===== src/rtl/store_bcast_arb_pkg.sv =====
// store_bcast_arb_pkg: shared types and widths for the store broadcast arbiter.
// DATA_MEM_WIDTH is the data-memory word-address width used across the cores.
package store_bcast_arb_pkg;

    localparam int DATA_MEM_WIDTH = 10;

    // Source field wide enough for the largest supported core count (8).
    localparam int BCAST_SRC_W = 3;

    // A committed store: address and data are both resolved.
    typedef struct packed {
        logic [DATA_MEM_WIDTH-1:0] addr;
        logic [31:0]               data;
    } store_req_t;

    // One beat on the shared broadcast bus.
    typedef struct packed {
        logic                      valid;
        logic [DATA_MEM_WIDTH-1:0] addr;
        logic [31:0]               data;
        logic [BCAST_SRC_W-1:0]    src;
    } bcast_t;

endpackage


===== src/rtl/store_bcast_arb_if.sv =====
// store_bcast_arb_if: per-core store request lanes plus the shared broadcast bus.
// With STORE_BCAST_STATS_EN defined, the stall and per-core grant counters are
// carried here as well.
interface store_bcast_arb_if
    import store_bcast_arb_pkg::*;
#(
    parameter int N_CORE = 4
) ();

    localparam int SRC_W = $clog2(N_CORE);

    logic [N_CORE-1:0]                     req_valid;
    logic [N_CORE-1:0]                     req_ready;
    logic [N_CORE-1:0][DATA_MEM_WIDTH-1:0] req_addr;
    logic [N_CORE-1:0][31:0]               req_data;
    logic                                  hold;

    logic                                  bcast_valid;
    logic [DATA_MEM_WIDTH-1:0]             bcast_addr;
    logic [31:0]                           bcast_data;
    logic [SRC_W-1:0]                      bcast_src;
    logic                                  all_empty;

`ifdef STORE_BCAST_STATS_EN
    logic [31:0]                           stall_cycles;
    logic [N_CORE-1:0][31:0]               grant_cnt;

    modport master (
        output req_valid, req_addr, req_data, hold,
        input  req_ready, bcast_valid, bcast_addr, bcast_data, bcast_src, all_empty,
        input  stall_cycles, grant_cnt
    );

    modport slave (
        input  req_valid, req_addr, req_data, hold,
        output req_ready, bcast_valid, bcast_addr, bcast_data, bcast_src, all_empty,
        output stall_cycles, grant_cnt
    );
`else
    modport master (
        output req_valid, req_addr, req_data, hold,
        input  req_ready, bcast_valid, bcast_addr, bcast_data, bcast_src, all_empty
    );

    modport slave (
        input  req_valid, req_addr, req_data, hold,
        output req_ready, bcast_valid, bcast_addr, bcast_data, bcast_src, all_empty
    );
`endif

endinterface


===== src/rtl/store_bcast_fifo.sv =====
// store_bcast_fifo: one core's small in-order store queue. Push and pop may
// happen on the same edge; the caller only pops when count is non-zero and
// only pushes when there is room (or a pop frees one).
module store_bcast_fifo
    import store_bcast_arb_pkg::*;
#(
    parameter int DEPTH = 2
) (
    input  logic                   clk,
    input  logic                   reset,
    input  logic                   push,
    input  store_req_t             push_data,
    input  logic                   pop,
    output store_req_t             head,
    output logic [$clog2(DEPTH):0] count
);

    localparam int PTR_W = $clog2(DEPTH);

    logic [PTR_W-1:0] wr_ptr_q, wr_ptr_d;
    logic [PTR_W-1:0] rd_ptr_q, rd_ptr_d;
    logic [PTR_W:0]   count_q,  count_d;
    store_req_t       mem_q [DEPTH];

    // Pointer and occupancy update; pointers wrap naturally at DEPTH.
    always_comb begin
        wr_ptr_d = wr_ptr_q;
        rd_ptr_d = rd_ptr_q;
        count_d  = count_q;
        if (push) wr_ptr_d = wr_ptr_q + 1'b1;
        if (pop)  rd_ptr_d = rd_ptr_q + 1'b1;
        case ({push, pop})
            2'b10:   count_d = count_q + 1'b1;
            2'b01:   count_d = count_q - 1'b1;
            default: count_d = count_q;
        endcase
    end

    // Control state, cleared asynchronously.
    always_ff @(posedge clk or posedge reset) begin
        if (reset) begin
            wr_ptr_q <= '0;
            rd_ptr_q <= '0;
            count_q  <= '0;
        end else begin
            wr_ptr_q <= wr_ptr_d;
            rd_ptr_q <= rd_ptr_d;
            count_q  <= count_d;
        end
    end

    // Entry storage; when full with a same-edge pop, the slot written is the
    // one being popped, whose value was already consumed from head.
    always_ff @(posedge clk) begin
        if (push) mem_q[wr_ptr_q] <= push_data;
    end

    assign head  = mem_q[rd_ptr_q];
    assign count = count_q;

endmodule


===== src/rtl/store_bcast_arb.sv =====
// store_bcast_arb: per-core store queues drained one store per cycle, in
// round-robin order, onto a registered broadcast bus snooped by every core.
// Optional feature macro: STORE_BCAST_STATS_EN adds stall_cycles/grant_cnt.
module store_bcast_arb
    import store_bcast_arb_pkg::*;
#(
    parameter int N_CORE     = 4,
    parameter int FIFO_DEPTH = 2
) (
    input  logic             clk,
    input  logic             reset,
    store_bcast_arb_if.slave bus
);

    localparam int SRC_W = $clog2(N_CORE);
    localparam int CNT_W = $clog2(FIFO_DEPTH) + 1;
    localparam logic [CNT_W-1:0] DEPTH_CNT = CNT_W'(FIFO_DEPTH);

    logic [N_CORE-1:0] push;
    logic [N_CORE-1:0] pop;
    logic [N_CORE-1:0] eligible;
    logic [N_CORE-1:0] ready;
    logic [CNT_W-1:0]  count [N_CORE];
    store_req_t        head  [N_CORE];

    logic [SRC_W:0]    pick;
    logic              grant;
    logic [SRC_W-1:0]  grant_idx;

    logic [SRC_W-1:0]          rr_ptr_q,      rr_ptr_d;
    logic                      bcast_valid_q, bcast_valid_d;
    logic [DATA_MEM_WIDTH-1:0] bcast_addr_q,  bcast_addr_d;
    logic [31:0]               bcast_data_q,  bcast_data_d;
    logic [SRC_W-1:0]          bcast_src_q,   bcast_src_d;

    // First eligible index at or after start, wrapping; MSB of result = found.
    function automatic logic [SRC_W:0] rr_pick(input logic [N_CORE-1:0] elig,
                                               input logic [SRC_W-1:0]  start);
        logic             found;
        logic [SRC_W-1:0] idx;
        logic [SRC_W-1:0] sel;
        found = 1'b0;
        sel   = start;
        for (int k = 0; k < N_CORE; k++) begin
            idx = start + k[SRC_W-1:0];
            if (!found && elig[idx]) begin
                found = 1'b1;
                sel   = idx;
            end
        end
        return {found, sel};
    endfunction

    for (genvar gi = 0; gi < N_CORE; gi++) begin : g_core
        store_req_t push_req;

        assign push_req     = '{addr: bus.req_addr[gi], data: bus.req_data[gi]};
        assign eligible[gi] = (count[gi] != '0);
        assign pop[gi]      = grant && (grant_idx == SRC_W'(gi));
        // A slot freed by this cycle's pop can be refilled on the same edge.
        assign ready[gi]    = (count[gi] < DEPTH_CNT) || pop[gi];
        assign push[gi]     = bus.req_valid[gi] && ready[gi];

        store_bcast_fifo #(
            .DEPTH (FIFO_DEPTH)
        ) u_fifo (
            .clk       (clk),
            .reset     (reset),
            .push      (push[gi]),
            .push_data (push_req),
            .pop       (pop[gi]),
            .head      (head[gi]),
            .count     (count[gi])
        );
    end

    // Only queued entries compete, so a new request never bypasses to the bus.
    assign pick      = rr_pick(eligible, rr_ptr_q);
    assign grant     = !bus.hold && pick[SRC_W];
    assign grant_idx = pick[SRC_W-1:0];

    // Next broadcast beat and round-robin pointer; payload holds when idle.
    always_comb begin
        rr_ptr_d      = rr_ptr_q;
        bcast_valid_d = 1'b0;
        bcast_addr_d  = bcast_addr_q;
        bcast_data_d  = bcast_data_q;
        bcast_src_d   = bcast_src_q;
        if (grant) begin
            rr_ptr_d      = grant_idx + 1'b1;
            bcast_valid_d = 1'b1;
            bcast_addr_d  = head[grant_idx].addr;
            bcast_data_d  = head[grant_idx].data;
            bcast_src_d   = grant_idx;
        end
    end

    // Broadcast output register and arbitration pointer.
    always_ff @(posedge clk or posedge reset) begin
        if (reset) begin
            rr_ptr_q      <= '0;
            bcast_valid_q <= 1'b0;
            bcast_addr_q  <= '0;
            bcast_data_q  <= '0;
            bcast_src_q   <= '0;
        end else begin
            rr_ptr_q      <= rr_ptr_d;
            bcast_valid_q <= bcast_valid_d;
            bcast_addr_q  <= bcast_addr_d;
            bcast_data_q  <= bcast_data_d;
            bcast_src_q   <= bcast_src_d;
        end
    end

    assign bus.req_ready   = ready;
    assign bus.bcast_valid = bcast_valid_q;
    assign bus.bcast_addr  = bcast_addr_q;
    assign bus.bcast_data  = bcast_data_q;
    assign bus.bcast_src   = bcast_src_q;
    // Fence/sync drain status built only from queue counts and the bus register.
    assign bus.all_empty   = !(|eligible) && !bcast_valid_q;

`ifdef STORE_BCAST_STATS_EN
    logic [31:0]             stall_cycles_q, stall_cycles_d;
    logic [N_CORE-1:0][31:0] grant_cnt_q,    grant_cnt_d;

    // Saturating stall count and wrapping per-core grant counts.
    always_comb begin
        stall_cycles_d = stall_cycles_q;
        grant_cnt_d    = grant_cnt_q;
        if ((|eligible) && !grant && (stall_cycles_q != 32'hFFFF_FFFF))
            stall_cycles_d = stall_cycles_q + 32'd1;
        if (grant)
            grant_cnt_d[grant_idx] = grant_cnt_q[grant_idx] + 32'd1;
    end

    // Statistics registers.
    always_ff @(posedge clk or posedge reset) begin
        if (reset) begin
            stall_cycles_q <= '0;
            grant_cnt_q    <= '0;
        end else begin
            stall_cycles_q <= stall_cycles_d;
            grant_cnt_q    <= grant_cnt_d;
        end
    end

    assign bus.stall_cycles = stall_cycles_q;
    assign bus.grant_cnt    = grant_cnt_q;
`endif

endmodule


===== src/flat_wrapper.sv =====
// flat-port wrapper written by rule: the top's interface ports become plain ports
module store_bcast_arb_flat import store_bcast_arb_pkg::*;
#(
    parameter int N_CORE     = 4,
    parameter int FIFO_DEPTH = 2
)
  (clk, reset, bus_req_valid, bus_req_addr, bus_req_data, bus_hold, bus_req_ready, bus_bcast_valid, bus_bcast_addr, bus_bcast_data, bus_bcast_src, bus_all_empty);
  store_bcast_arb_if #(.N_CORE(N_CORE)) bus_i ();
  input  logic clk;
  input  logic reset;
  input wire logic [$bits(bus_i.req_valid)-1:0] bus_req_valid;
  input wire logic [$bits(bus_i.req_addr)-1:0] bus_req_addr;
  input wire logic [$bits(bus_i.req_data)-1:0] bus_req_data;
  input wire logic [$bits(bus_i.hold)-1:0] bus_hold;
  output wire logic [$bits(bus_i.req_ready)-1:0] bus_req_ready;
  output wire logic [$bits(bus_i.bcast_valid)-1:0] bus_bcast_valid;
  output wire logic [$bits(bus_i.bcast_addr)-1:0] bus_bcast_addr;
  output wire logic [$bits(bus_i.bcast_data)-1:0] bus_bcast_data;
  output wire logic [$bits(bus_i.bcast_src)-1:0] bus_bcast_src;
  output wire logic [$bits(bus_i.all_empty)-1:0] bus_all_empty;
  assign bus_i.req_valid = bus_req_valid;
  assign bus_i.req_addr = bus_req_addr;
  assign bus_i.req_data = bus_req_data;
  assign bus_i.hold = bus_hold;
  assign bus_req_ready = bus_i.req_ready;
  assign bus_bcast_valid = bus_i.bcast_valid;
  assign bus_bcast_addr = bus_i.bcast_addr;
  assign bus_bcast_data = bus_i.bcast_data;
  assign bus_bcast_src = bus_i.bcast_src;
  assign bus_all_empty = bus_i.all_empty;
  store_bcast_arb #(.N_CORE(N_CORE), .FIFO_DEPTH(FIFO_DEPTH)) u_core (.clk(clk), .reset(reset), .bus(bus_i));
endmodule

===== config.mk =====
export PLATFORM = sky130hd
export DESIGN_NAME = store_bcast_arb_flat
export DESIGN_NICKNAME = d
export VERILOG_FILES = /design/src/rtl/store_bcast_arb_pkg.sv /design/src/rtl/store_bcast_arb_if.sv /design/src/rtl/store_bcast_fifo.sv /design/src/rtl/store_bcast_arb.sv /design/src/flat_wrapper.sv
export SDC_FILE = /design/constraint.sdc
export NUM_CORES = 1
export LEC_CHECK = 0
export BUFFER_PORTS_ARGS = -buffer_cell sky130_fd_sc_hd__buf_2
export CAP_MARGIN = 25
export CORE_MARGIN = 5
export CORE_UTILIZATION = 55
export DETAILED_ROUTE_END_ITERATION = 10
export PLACE_DENSITY = 0.76
export SLEW_MARGIN = 5
export SYNTH_ARGS = -nofsm -noshare
export SYNTH_HDL_FRONTEND = slang
export SYNTH_SLANG_ARGS = --single-unit
export TNS_END_PERCENT = 5

===== constraint.sdc =====
create_clock -name clk -period 5.12 [get_ports clk]
set_clock_uncertainty 0.2 [all_clocks]
set_input_delay 0.256 -clock clk [delete_from_list [all_inputs] [get_ports clk]]
set_output_delay 0.256 -clock clk [all_outputs]
set_load 0.1 [all_outputs]

==> flow_metrics.py, run 1 <==
metrics = {
    "run_status": {
        "status": "complete, no violations",
    },
    "die": {
        "start_util_pct": 55.4,
        "die_w_um": 188,
        "dieArea_um2": 35300,
        "die_height_um": 188,
        "fp.coreArea_um2": 31400,
        "rows": 65,
        "pin_count": 225,
    },
    "placement": {
        "dp_hpwl_mm": 26.8,
        "dp.cells": 1653,
        "port_buffers": 224,
        "gp_congestion": 0.842,
    },
    "yosys": {
        "synth_area_leaders": "edfxtp_1, dfrtp_1, mux2_2",
        "syn_nets": 1293,
        "synth-seq-area-share_pct": 67.1,
        "yosysTopAreaCell": "edfxtp_1",
        "syn_inst": 1114,
        "synth-warning-count": 0,
        "synth_seq_cells": 399,
        "avgSynthCellArea_um2": 15.6,
        "synth_top_area_share_pct": 58.0,
        "syn_area_um2": 17400,
        "synth_cell_type_count": 54,
    },
    "timing": {
        "rsz0062_at_grt": "no",
        "hold_violations": 0,
        "post-route-min-period_ps": 4020,
        "finalMaxSlewViolations": 0,
        "max_freq_mhz": 249,
        "finalCritPeriodShare_pct": 78.5,
        "max_slew_margin_pct": 29.7,
        "worst-slew-pin-transition_ps": 1050,
        "setup_viol": 0,
    },
    "layout": {
        "instances_no_fill": 1904,
        "final_nets": 1647,
        "drive_above_1_share_pct": 30.2,
        "syn_to_final_growth_pct": 26.1,
    },
    "critical_path": {
        "path_cells": "nor4_2 > a31o_4 > inv_2 > o21ai_4 > buf_4 > o21ai_1 > buf_2",
        "cp_num_cells": 7,
        "cp_max_fo": 63,
        "worstSetupPathType": "flip-flop to output port",
        "cp-end-kind": "output port",
        "cp-startpoint": "u_core.g_core[2].u_fifo.count[1]",
        "r2r-end": "u_core.g_core[0].u_fifo.mem_q[0][5]",
        "worstPathArrival_ps": 3560,
        "rrSetupSlack_ps": 1510,
        "slowest_stage": "a31o_4",
        "r2r_start": "u_core.g_core[2].u_fifo.count[1]",
        "slowest_delay_ps": 740,
        "worst_setup_path_start_kind": "flip-flop",
        "path_buf_inv": 3,
        "cp.required_ps": 4660,
        "reg2reg_depth": 7,
        "crit_path_end": "bus_req_ready[2]",
        "crit_family": "buffers and inverters",
    },
    "drt": {
        "routed_wirelength_mm": 43.4,
        "vias": 11400,
        "routedWlPerCell_um": 22.8,
        "drt_iter0_drc": 1130,
        "routed_via_density": 5.96,
        "ant_nets": 0,
        "drc_errors": 0,
        "drt_first_pass_iters": 5,
    },
    "cts": {
        "htree_levels": 2,
        "cts_root_buf": "clkbuf_16",
        "clkTransAtPathRegs_ps": 70,
        "post_cts_buffers": 0,
        "cts.sink_count": 399,
        "cts_made_buffers": 40,
        "clk_latency_ps": 530,
        "cts.path.max_buffers": 3,
        "cts_tree": "yes",
    },
    "pwr": {
        "power_frac_comb_pct": 45.2,
        "power.internal_w": 0.00843,
        "clkPwrFrac_pct": 19.8,
        "p_per_area_nw_per_um2": 666,
        "switching_share_pct": 42.3,
        "leakage_nw": 8.09,
        "net-switching-power_w": 0.00618,
        "vdd_drop_max_mv": 0.614,
        "finalPower_w": 0.0146,
        "seqPwrFrac_pct": 35.0,
    },
    "grt": {
        "antenna_found_initial": 3,
        "grt_util_all_layers_pct": 24.1,
        "grt_pass1_wl_mm": 66.6,
        "gr-total-overflow": 0,
        "grt_pass1_vias": 11400,
        "grt_max_degree": 86,
    },
    "worst_hold_path": {
        "hold_class": "input port to flip-flop",
    },
    "job": {
        "cap_violations": 0,
    },
}
==> cell type report <==
class / count / area [µm²]
multi-input combinational: 598 / 5330
clock buffer: 47 / 1050
fill: 2081 / 9470
clock inverter: 26 / 249
tap: 402 / 503
sequential: 399 / 11700
inverter: 9 / 33.8
antenna: 3 / 7.51
timing repair buffer: 420 / 3080
==> power groups by stage <==
stage	clock network [W]	logic (W)	registers (W)
floorplan	0	0.00393	0.00612
global placement	0	0.00632	0.00514
detailed placement	0	0.00640	0.00517
CTS	0.00292	0.00653	0.00511
global route	0.00307	0.00697	0.00519
finish	0.00289	0.00660	0.00511
==> cells in the final DEF, fill, tap and decap left out, types with 4 or more instances in the layout <==
cell type	count
buf_4	20
clkbuf_16	41
a311oi_1	84
nand2_1	50
dfrtp_2	4
clkbuf_1	6
mux2i_1	126
o211ai_1	126
ha_1	4
dlygate4sd3_1	173
edfxtp_1	336
o21ai_1	4
inv_1	6
nor2_1	9
dfrtp_1	59
clkinv_2	8
bufinv_16	4
mux2_1	12
mux2_2	114
xnor2_1	15
clkinv_1	7
buf_2	224
==> layer usage <==
| layer | vias up | GRT usage [%] | wire length [µm] |
|---|---|---|---|
| met2 | 489 | 37.5 | 20200 |
| met1 | 5596 | 35.9 | 18800 |
| met3 | 73 | 4.08 | 3290 |
| li1 | 5198 | - | - |
| met5 | - | 0 | 0 |
| met4 | 0 | 6.18 | 1070 |
==> Yosys cell counts, drive strengths merged <==
| cell type | number |
|---|---|
| ha | 4 |
| nor3b | 1 |
| a2111oi | 2 |
| a31o | 1 |
| xnor2 | 15 |
| edfxtp | 336 |
| a21oi | 2 |
| xor2 | 3 |
| o41ai | 2 |
| o2111ai | 1 |
| o21ai | 10 |
| nor4 | 3 |
| mux2i | 126 |
| nand2b | 1 |
| a211o | 1 |
| clkbuf | 91 |
| o211ai | 127 |
| nand2 | 50 |
| dfrtp | 63 |
| or4 | 1 |
| a31oi | 1 |
| mux2 | 126 |
| a211oi | 1 |
| a21o | 2 |
| a221oi | 1 |
| a32oi | 2 |
| nand3 | 2 |
| nand4 | 1 |
| o32ai | 1 |
| inv | 9 |
| nand3b | 2 |
| o211a | 1 |
| o221ai | 1 |
| and3 | 5 |
| a221o | 2 |
| buf | 17 |
| nor2 | 12 |
| a311oi | 84 |
| or3 | 1 |
| o21a | 3 |
==> what timing repair did <==
action	4_1_cts	5_1_grt
resized for setup	0	0
hold buffers	173	0
endpoints found under the hold margin	403	0
==> cells by family after synthesis <==
family	count (synthesis)	share of synthesized area, %
compound gates	245	11.4
xor+xnor	18	0.907
fa+ha+maj	4	0.288
buf+inv	117	2.78
flops	399	67.1
mux	252	15.4
simple gates	79	2.12
==> how the worst min path moves through the flow <==
stage	slack [ps]	cells after the start	startpoint	endpoint
2_1_floorplan	150	0	bus_req_data[0]	u_core.g_core[0].u_fifo.mem_q[0][0]
3_3_place_gp	240	1	bus_req_data[83]	u_core.g_core[2].u_fifo.mem_q[0][19]
3_5_place_dp	250	1	bus_req_data[83]	u_core.g_core[2].u_fifo.mem_q[0][19]
4_1_cts	220	2	bus_req_data[66]	u_core.g_core[2].u_fifo.mem_q[0][2]
5_1_grt	250	2	bus_req_data[90]	u_core.g_core[2].u_fifo.mem_q[0][26]
6_report	250	2	bus_req_data[90]	u_core.g_core[2].u_fifo.mem_q[0][26]
==> metrics by stage <==
step	cell area (µm²)	hold slack [ps]	setup TNS (ps)	utilization [%]	setup slack, ps
after floorplan	17400	155	-951	-	-22.6
after global placement	18800	243	0	59.9	1510
after detailed placement	18800	247	0	60.0	1540
after CTS	21900	224	0	69.6	1060
after global routing	21900	247	0	69.8	919
final	21900	249	0	69.8	1100
==> sequential cells by signal (all words and copies together) (netlist names) <==
signal / flops
u_core.g_core.u_fifo.wr_ptr_q: 4
u_core.g_core.u_fifo.count: 8
u_core.bus.bcast_valid: 1
u_core.bus.bcast_src: 2
u_core.g_core.u_fifo.mem_q: 336
u_core.g_core.u_fifo.rd_ptr_q: 4
u_core.bus.bcast_data: 32
u_core.rr_ptr_q: 2
u_core.bus.bcast_addr: 10
Power figures use the tool's default switching activity.
==> run 2: changes to the inputs <==
Settings changed: ABC_AREA set to 1, CORE_UTILIZATION 55 to 52.
Clock period 5.12 ns to 3.3 ns, I/O delays scaled along.
==> flow_metrics.py, run 2 <==
metrics = {
    "grt": {
        "grt_max_degree": 86,
        "grt_pass1_vias": 11900,
        "gr-total-overflow": 0,
        "grt_util_all_layers_pct": 23.6,
        "antenna_found_initial": 8,
        "grt_pass1_wl_mm": 65.1,
    },
    "cts": {
        "cts_tree": "yes",
        "clkTransAtPathRegs_ps": 60,
        "clk_latency_ps": 530,
        "cts.path.max_buffers": 3,
        "htree_levels": 2,
        "post_cts_buffers": 0,
        "cts.sink_count": 399,
        "cts_root_buf": "clkbuf_16",
        "cts_made_buffers": 41,
    },
    "yosys": {
        "synth-seq-area-share_pct": 70.9,
        "avgSynthCellArea_um2": 12.8,
        "synth_area_leaders": "edfxtp_1, dfrtp_1, nand2_1",
        "synth-warning-count": 0,
        "syn_nets": 1464,
        "synth_top_area_share_pct": 61.4,
        "synth-edff-count": 336,
        "async_reset_ff_share_pct": 15.8,
        "ys.flop_type": "edfxtp_1",
        "synth_cell_type_count": 34,
        "syn_inst": 1285,
        "yosysTopAreaCell": "edfxtp_1",
        "yosys-top-cells-count": "nand2_1, edfxtp_1, nor2_1, mux2_2, dfrtp_1",
        "post-synth-top-count-cell": "nand2_1",
        "syn_area_um2": 16400,
        "synth_seq_cells": 399,
    },
    "die": {
        "start_util_pct": 52.4,
        "dieArea_um2": 35300,
        "rows": 65,
        "die_w_um": 188,
        "pin_count": 225,
        "fp.coreArea_um2": 31400,
        "die_height_um": 188,
    },
    "layout": {
        "largest_register_ffs": 336,
        "drive_above_1_share_pct": 27.0,
        "syn_to_final_growth_pct": 29.4,
        "top_register": "u_core.g_core.u_fifo.mem_q",
        "final_cell_mix": "edfxtp_1, nand2_1, buf_2",
        "fin_area_um2": 21300,
        "final_nets": 1870,
        "layout_commonest_cell": "edfxtp_1",
        "nFillCells": 2118,
    },
    "job": {
        "cap_violations": 0,
    },
    "drt": {
        "vias": 11400,
        "routed_via_density": 5.35,
        "drt_first_pass_iters": 6,
        "ant_nets": 0,
        "drc_errors": 0,
        "routed_wirelength_mm": 42.6,
        "routedWlPerCell_um": 19.9,
        "drt_iter0_drc": 930,
    },
    "timing": {
        "max_freq_mhz": 323,
        "worst-slew-pin-transition_ps": 927,
        "setup_ws_ps": 200,
        "tns_ps": 0,
        "finalCritPeriodShare_pct": 93.9,
        "post-route-min-period_ps": 3100,
        "rsz0062_at_grt": "no",
        "max_slew_margin_pct": 38.1,
        "hold_violations": 0,
        "finalMaxSlewViolations": 0,
        "setup_viol": 0,
    },
    "placement": {
        "gp_congestion": 0.950,
        "dp_hpwl_mm": 25.8,
        "port_buffers": 224,
        "placed_area_um2": 18100,
        "pre_cts_ws_ps": 147,
    },
    "critical_path": {
        "worstSetupPathType": "flip-flop to flip-flop",
        "r2r_start": "u_core.rr_ptr_q[1]",
        "cp_max_fo": 22,
        "rrSetupSlack_ps": 200,
        "worst_setup_path_start_kind": "flip-flop",
        "cp.required_ps": 3510,
        "cp-startpoint": "u_core.rr_ptr_q[1]",
        "cp-end-kind": "flip-flop",
        "worstPathArrival_ps": 3310,
        "crit_path_end": "u_core.g_core[1].u_fifo.count[1]",
        "r2r-end": "u_core.g_core[1].u_fifo.count[1]",
        "reg2reg_depth": 17,
    },
    "pwr": {
        "finalPower_w": 0.0240,
        "vdd_drop_max_mv": 0.839,
        "leakage_nw": 8.63,
        "p_per_area_nw_per_um2": 1130,
    },
    "worst_hold_path": {
        "hold_class": "input port to asynchronous set/reset pin",
    },
    "run_status": {
        "status": "complete, no violations",
    },
}
[run 2: cell count changes after synthesis, moves of 8 or more]
| cell | previous run | this run |
|---|---|---|
| nand2_1 | 50 | 337 |
| nor2_1 | 11 | 176 |
| o211ai_1 | 126 | 1 |
| a311oi_1 | 84 | 0 |
| mux2i_1 | 126 | 42 |
| clkbuf_1 | 91 | 32 |
| o21ai_0 | 2 | 48 |
| mux2_2 | 114 | 84 |
| o21ai_1 | 7 | 37 |
| nand2_2 | 0 | 17 |
| nand3_1 | 2 | 17 |
| mux2_1 | 12 | 0 |
| inv_1 | 7 | 17 |
| buf_6 | 3 | 11 |
[run 2: metal layers]
layer | vias to the layer above | routed length [µm] | global-route usage, %
met4 | 0 | 1630 | 9.66
li1 | 5260 | - | -
met5 | - | 0 | 0
met2 | 520 | 20900 | 39.5
met1 | 5496 | 17100 | 30.6
met3 | 137 | 2900 | 4.37
[run 2: cell type report]
class                           count  area (µm²)  share of cell area (%)
Antenna cell                        8        20.0                  0.0941
Inverter                           21        98.8                   0.464
Timing Repair Buffer              426        3220                    15.2
Sequential cell                   399       11700                    54.8
Clock buffer                       52        1150                    5.40
Clock inverter                     24         225                    1.06
Multi-Input combinational cell    802        4390                    20.6
Tap cell                          402         503                    2.36
[run 2: power by group]
group	switching [W]	total (W)	internal [W]
Clock	0.00193	0.00466	0.00273
Sequential	0.000750	0.00779	0.00705
Combinational	0.00823	0.0116	0.00335
Total	0.0109	0.0240	0.0131
[run 2: cell families after synthesis]
| kind of cell | after synthesis | share of synthesized area, % |
|---|---|---|
| adders and majority gates | 4 | 0.304 |
| xor gates and xnor gates | 12 | 0.639 |
| muxes | 126 | 8.31 |
| buffers and inverters | 84 | 2.82 |
| AOI/OAI and AO/OA | 97 | 3.10 |
| DFF | 399 | 70.9 |
| and+or+nand+nor | 563 | 13.9 |
[run 2: per-stage QoR]
| step | std cells | util (%) | hold WS [ps] |
|---|---|---|---|
| after global placement | 1876 | 57.7 | 15.0 |
| after detailed placement | 1876 | 57.7 | 18.3 |
| after CTS | 2126 | 67.7 | 24.7 |
| after global routing | 2134 | 67.8 | 46.4 |
| after floorplan | 1285 | - | 63.9 |
| final | 2134 | 67.8 | 4.89 |
[run 2: worst max-delay path, cell delays in order, from the launching register on]
cell     delay [ps]
dfrtp_1         540
inv_4           110
nand2_2          90
nand2_2         100
nand3_2         100
nand2_4          80
nor2_4          140
nand3_4         120
nand2_2         140
nand2_8         140
nor2_2          160
nand2_2         110
nand2_2         130
nand2_2         110
ha_1            350
a21oi_1         130
o21ai_0         110
xnor2_1         140
[run 2: worst min path at each step]
stage                     from                                   to  cells after the start
2_1_floorplan  bus_req_data[0]  u_core.g_core[0].u_fifo.mem_q[0][0]                      0
3_3_place_gp             reset            u_core.bus.bcast_data[27]                      2
3_5_place_dp             reset            u_core.bus.bcast_data[27]                      2
4_1_cts                  reset            u_core.bus.bcast_data[15]                      3
5_1_grt                  reset            u_core.bus.bcast_data[27]                      3
6_report                 reset            u_core.bus.bcast_data[27]                      3
[run 2: repair_timing]
action / CTS / global route
hold buffers: 174 / 0
endpoints found under the hold margin: 398 / 0
gates resized for setup: 0 / 7
setup endpoints to repair: 0 / 181
==> run 3: changes to the inputs <==
--- a/config.mk
+++ b/config.mk
@@ -8,8 +8,7 @@
 export ABC_AREA = 1
-export BUFFER_PORTS_ARGS = -buffer_cell sky130_fd_sc_hd__buf_2
 export CAP_MARGIN = 25
-export CORE_MARGIN = 5
-export CORE_UTILIZATION = 52
+export CORE_UTILIZATION = 55
 export DETAILED_ROUTE_END_ITERATION = 10
-export PLACE_DENSITY = 0.76
+export DONT_BUFFER_PORTS = 1
+export PLACE_DENSITY = 0.73
 export SLEW_MARGIN = 5
--- a/constraint.sdc
+++ b/constraint.sdc
@@ -4,2 +4,2 @@
 set_output_delay 0.165 -clock clk [all_outputs]
-set_load 0.1 [all_outputs]
+set_load 0.02 [all_outputs]
==> flow_metrics.py, run 3 (synthesis results as in run 2) <==
metrics = {
    "run_status": {
        "status": "complete, no violations",
    },
    "grt": {
        "antenna_found_initial": 6,
        "grt_max_degree": 91,
        "grt_pass1_wl_mm": 60.0,
        "grt_util_all_layers_pct": 25.7,
        "gr-total-overflow": 0,
        "grt_pass1_vias": 11000,
    },
    "critical_path": {
        "path_cells": "inv_4 > nand2_2 > nand2_2 > nand3_2 > nand2_4 > nor2_4 > nand4_2 > nand2_8 > buf_4 > o21ai_0 > nand2_1 > nand2_1 > nand2_1 > nand2_1",
        "reg2reg_depth": 14,
        "rrSetupSlack_ps": 280,
        "slowest_delay_ps": 650,
        "worstPathArrival_ps": 3230,
        "worst_setup_path_start_kind": "flip-flop",
        "worstSetupPathType": "flip-flop to flip-flop",
        "crit_top_cell": "nand2_1",
        "cp.required_ps": 3510,
        "cp-startpoint": "u_core.rr_ptr_q[1]",
        "cp_max_fo": 79,
        "cp-end-kind": "flip-flop",
        "r2r_start": "u_core.rr_ptr_q[1]",
        "slowest_stage": "buf_4",
    },
    "timing": {
        "timing.hold.ws_ps": 79.6,
        "hold_violations": 0,
        "finalCritPeriodShare_pct": 91.5,
        "post-route-min-period_ps": 3020,
        "worst-slew-pin-transition_ps": 918,
        "finalMaxSlewViolations": 0,
        "max_freq_mhz": 331,
        "max_slew_margin_pct": 38.8,
        "setup_ws_ps": 279,
        "setup_viol": 0,
        "rsz0062_at_grt": "no",
    },
    "drt": {
        "ant_nets": 0,
        "drt_iter0_drc": 821,
        "routed_via_density": 5.42,
        "routed_wirelength_mm": 38.3,
        "drt_first_pass_iters": 5,
        "vias": 10300,
        "routedWlPerCell_um": 20.2,
        "drc_errors": 0,
    },
    "placement": {
        "port_buffers": 0,
        "pre_cts_ws_ps": 289,
        "dp_hpwl_mm": 22.8,
        "placed_area_um2": 17000,
        "gp_congestion": 0.842,
    },
    "worst_hold_path": {
        "hold_depth": 1,
        "hold_class": "input port to flip-flop",
        "hp-start": "bus_req_data[35]",
    },
    "die": {
        "rows": 62,
        "start_util_pct": 56.5,
        "pin_count": 225,
        "fp.coreArea_um2": 29100,
        "die_w_um": 175,
        "dieArea_um2": 30600,
        "die_height_um": 175,
    },
    "cts": {
        "htree_levels": 2,
        "cts.path.max_buffers": 3,
        "cts_root_buf": "clkbuf_16",
        "clk_latency_ps": 540,
        "cts_made_buffers": 42,
        "clkTransAtPathRegs_ps": 60,
        "cts.sink_count": 399,
        "cts_tree": "yes",
    },
    "layout": {
        "syn_to_final_growth_pct": 23.1,
        "fin_area_um2": 20200,
        "layout_commonest_cell": "nand2_1",
        "final_nets": 1656,
        "drive_above_1_share_pct": 16.0,
        "largest_register_ffs": 336,
        "top_register": "u_core.g_core.u_fifo.mem_q",
        "final_cell_mix": "nand2_1, edfxtp_1, dlygate4sd3_1",
        "nFillCells": 1945,
    },
    "pwr": {
        "p_per_area_nw_per_um2": 1070,
        "vdd_drop_max_mv": 1.05,
        "finalPower_w": 0.0216,
        "leakage_nw": 7.81,
    },
    "job": {
        "cap_violations": 0,
    },
}
run 3: worst max-delay path, delay by kind of cell (launching register included):
| family | cells | cell delay [ps] |
|---|---|---|
| and+or+nand+nor | 11 | 1120 |
| DFF | 1 | 540 |
| AOI/OAI and AO/OA | 1 | 240 |
| buffers and inverters | 2 | 760 |
run 3: per-stage QoR:
step                cells  utilization [%]  setup TNS (ps)
floorplan            1285                -          -25980
global placement     1635             58.2               0
detailed placement   1636             58.3               0
finish               1899             69.6               0
global route         1898             69.6               0
CTS                  1892             69.4               0
run 3: layout make-up:
cell class                      count  area, µm²  share of cell area (%)
Tap cell                          384        480                    2.37
Antenna cell                        5       12.5                  0.0618
Multi-Input combinational cell    802       4370                    21.6
Sequential cell                   399      11700                    57.7
Inverter                           21       85.1                   0.420
Clock inverter                     15        191                   0.946
Timing Repair Buffer              211       2180                    10.8
Clock buffer                       62       1250                    6.16
run 3: path summary, 6_finish.rpt:
kind,end
worst max-delay path,u_core.bus.bcast_addr[6]
worst min-delay path,u_core.g_core[1].u_fifo.mem_q[1][3]
worst max register to register,u_core.bus.bcast_addr[6]
worst min register to register,u_core.g_core[0].u_fifo.wr_ptr_q
max in group asynchronous,u_core.bus.bcast_data[12]
min in group asynchronous,u_core.bus.bcast_data[18]
run 3: where the power goes:
part | internal, W | leakage, nW | switching, W
logic | 0.00306 | 3.26 | 0.00566
registers | 0.00705 | 3.86 | 0.00101
clock network | 0.00294 | 0.694 | 0.00191
total | 0.0130 | 7.81 | 0.00858
run 3: metal layers:
layer	global-route usage, %	wire, µm	part of all wire, %
met1	33.1	15600	41
met2	43.8	19300	50
met3	5.16	2570	6.7
met4	7.97	813	2.1
met5	0	10	0.026
run 3: what timing repair did:
action                     CTS  global route
setup endpoints to repair    0             5
setup buffers                0             1
resized for setup            0             4
hold buffers               179             0
hold endpoints to repair   602             0
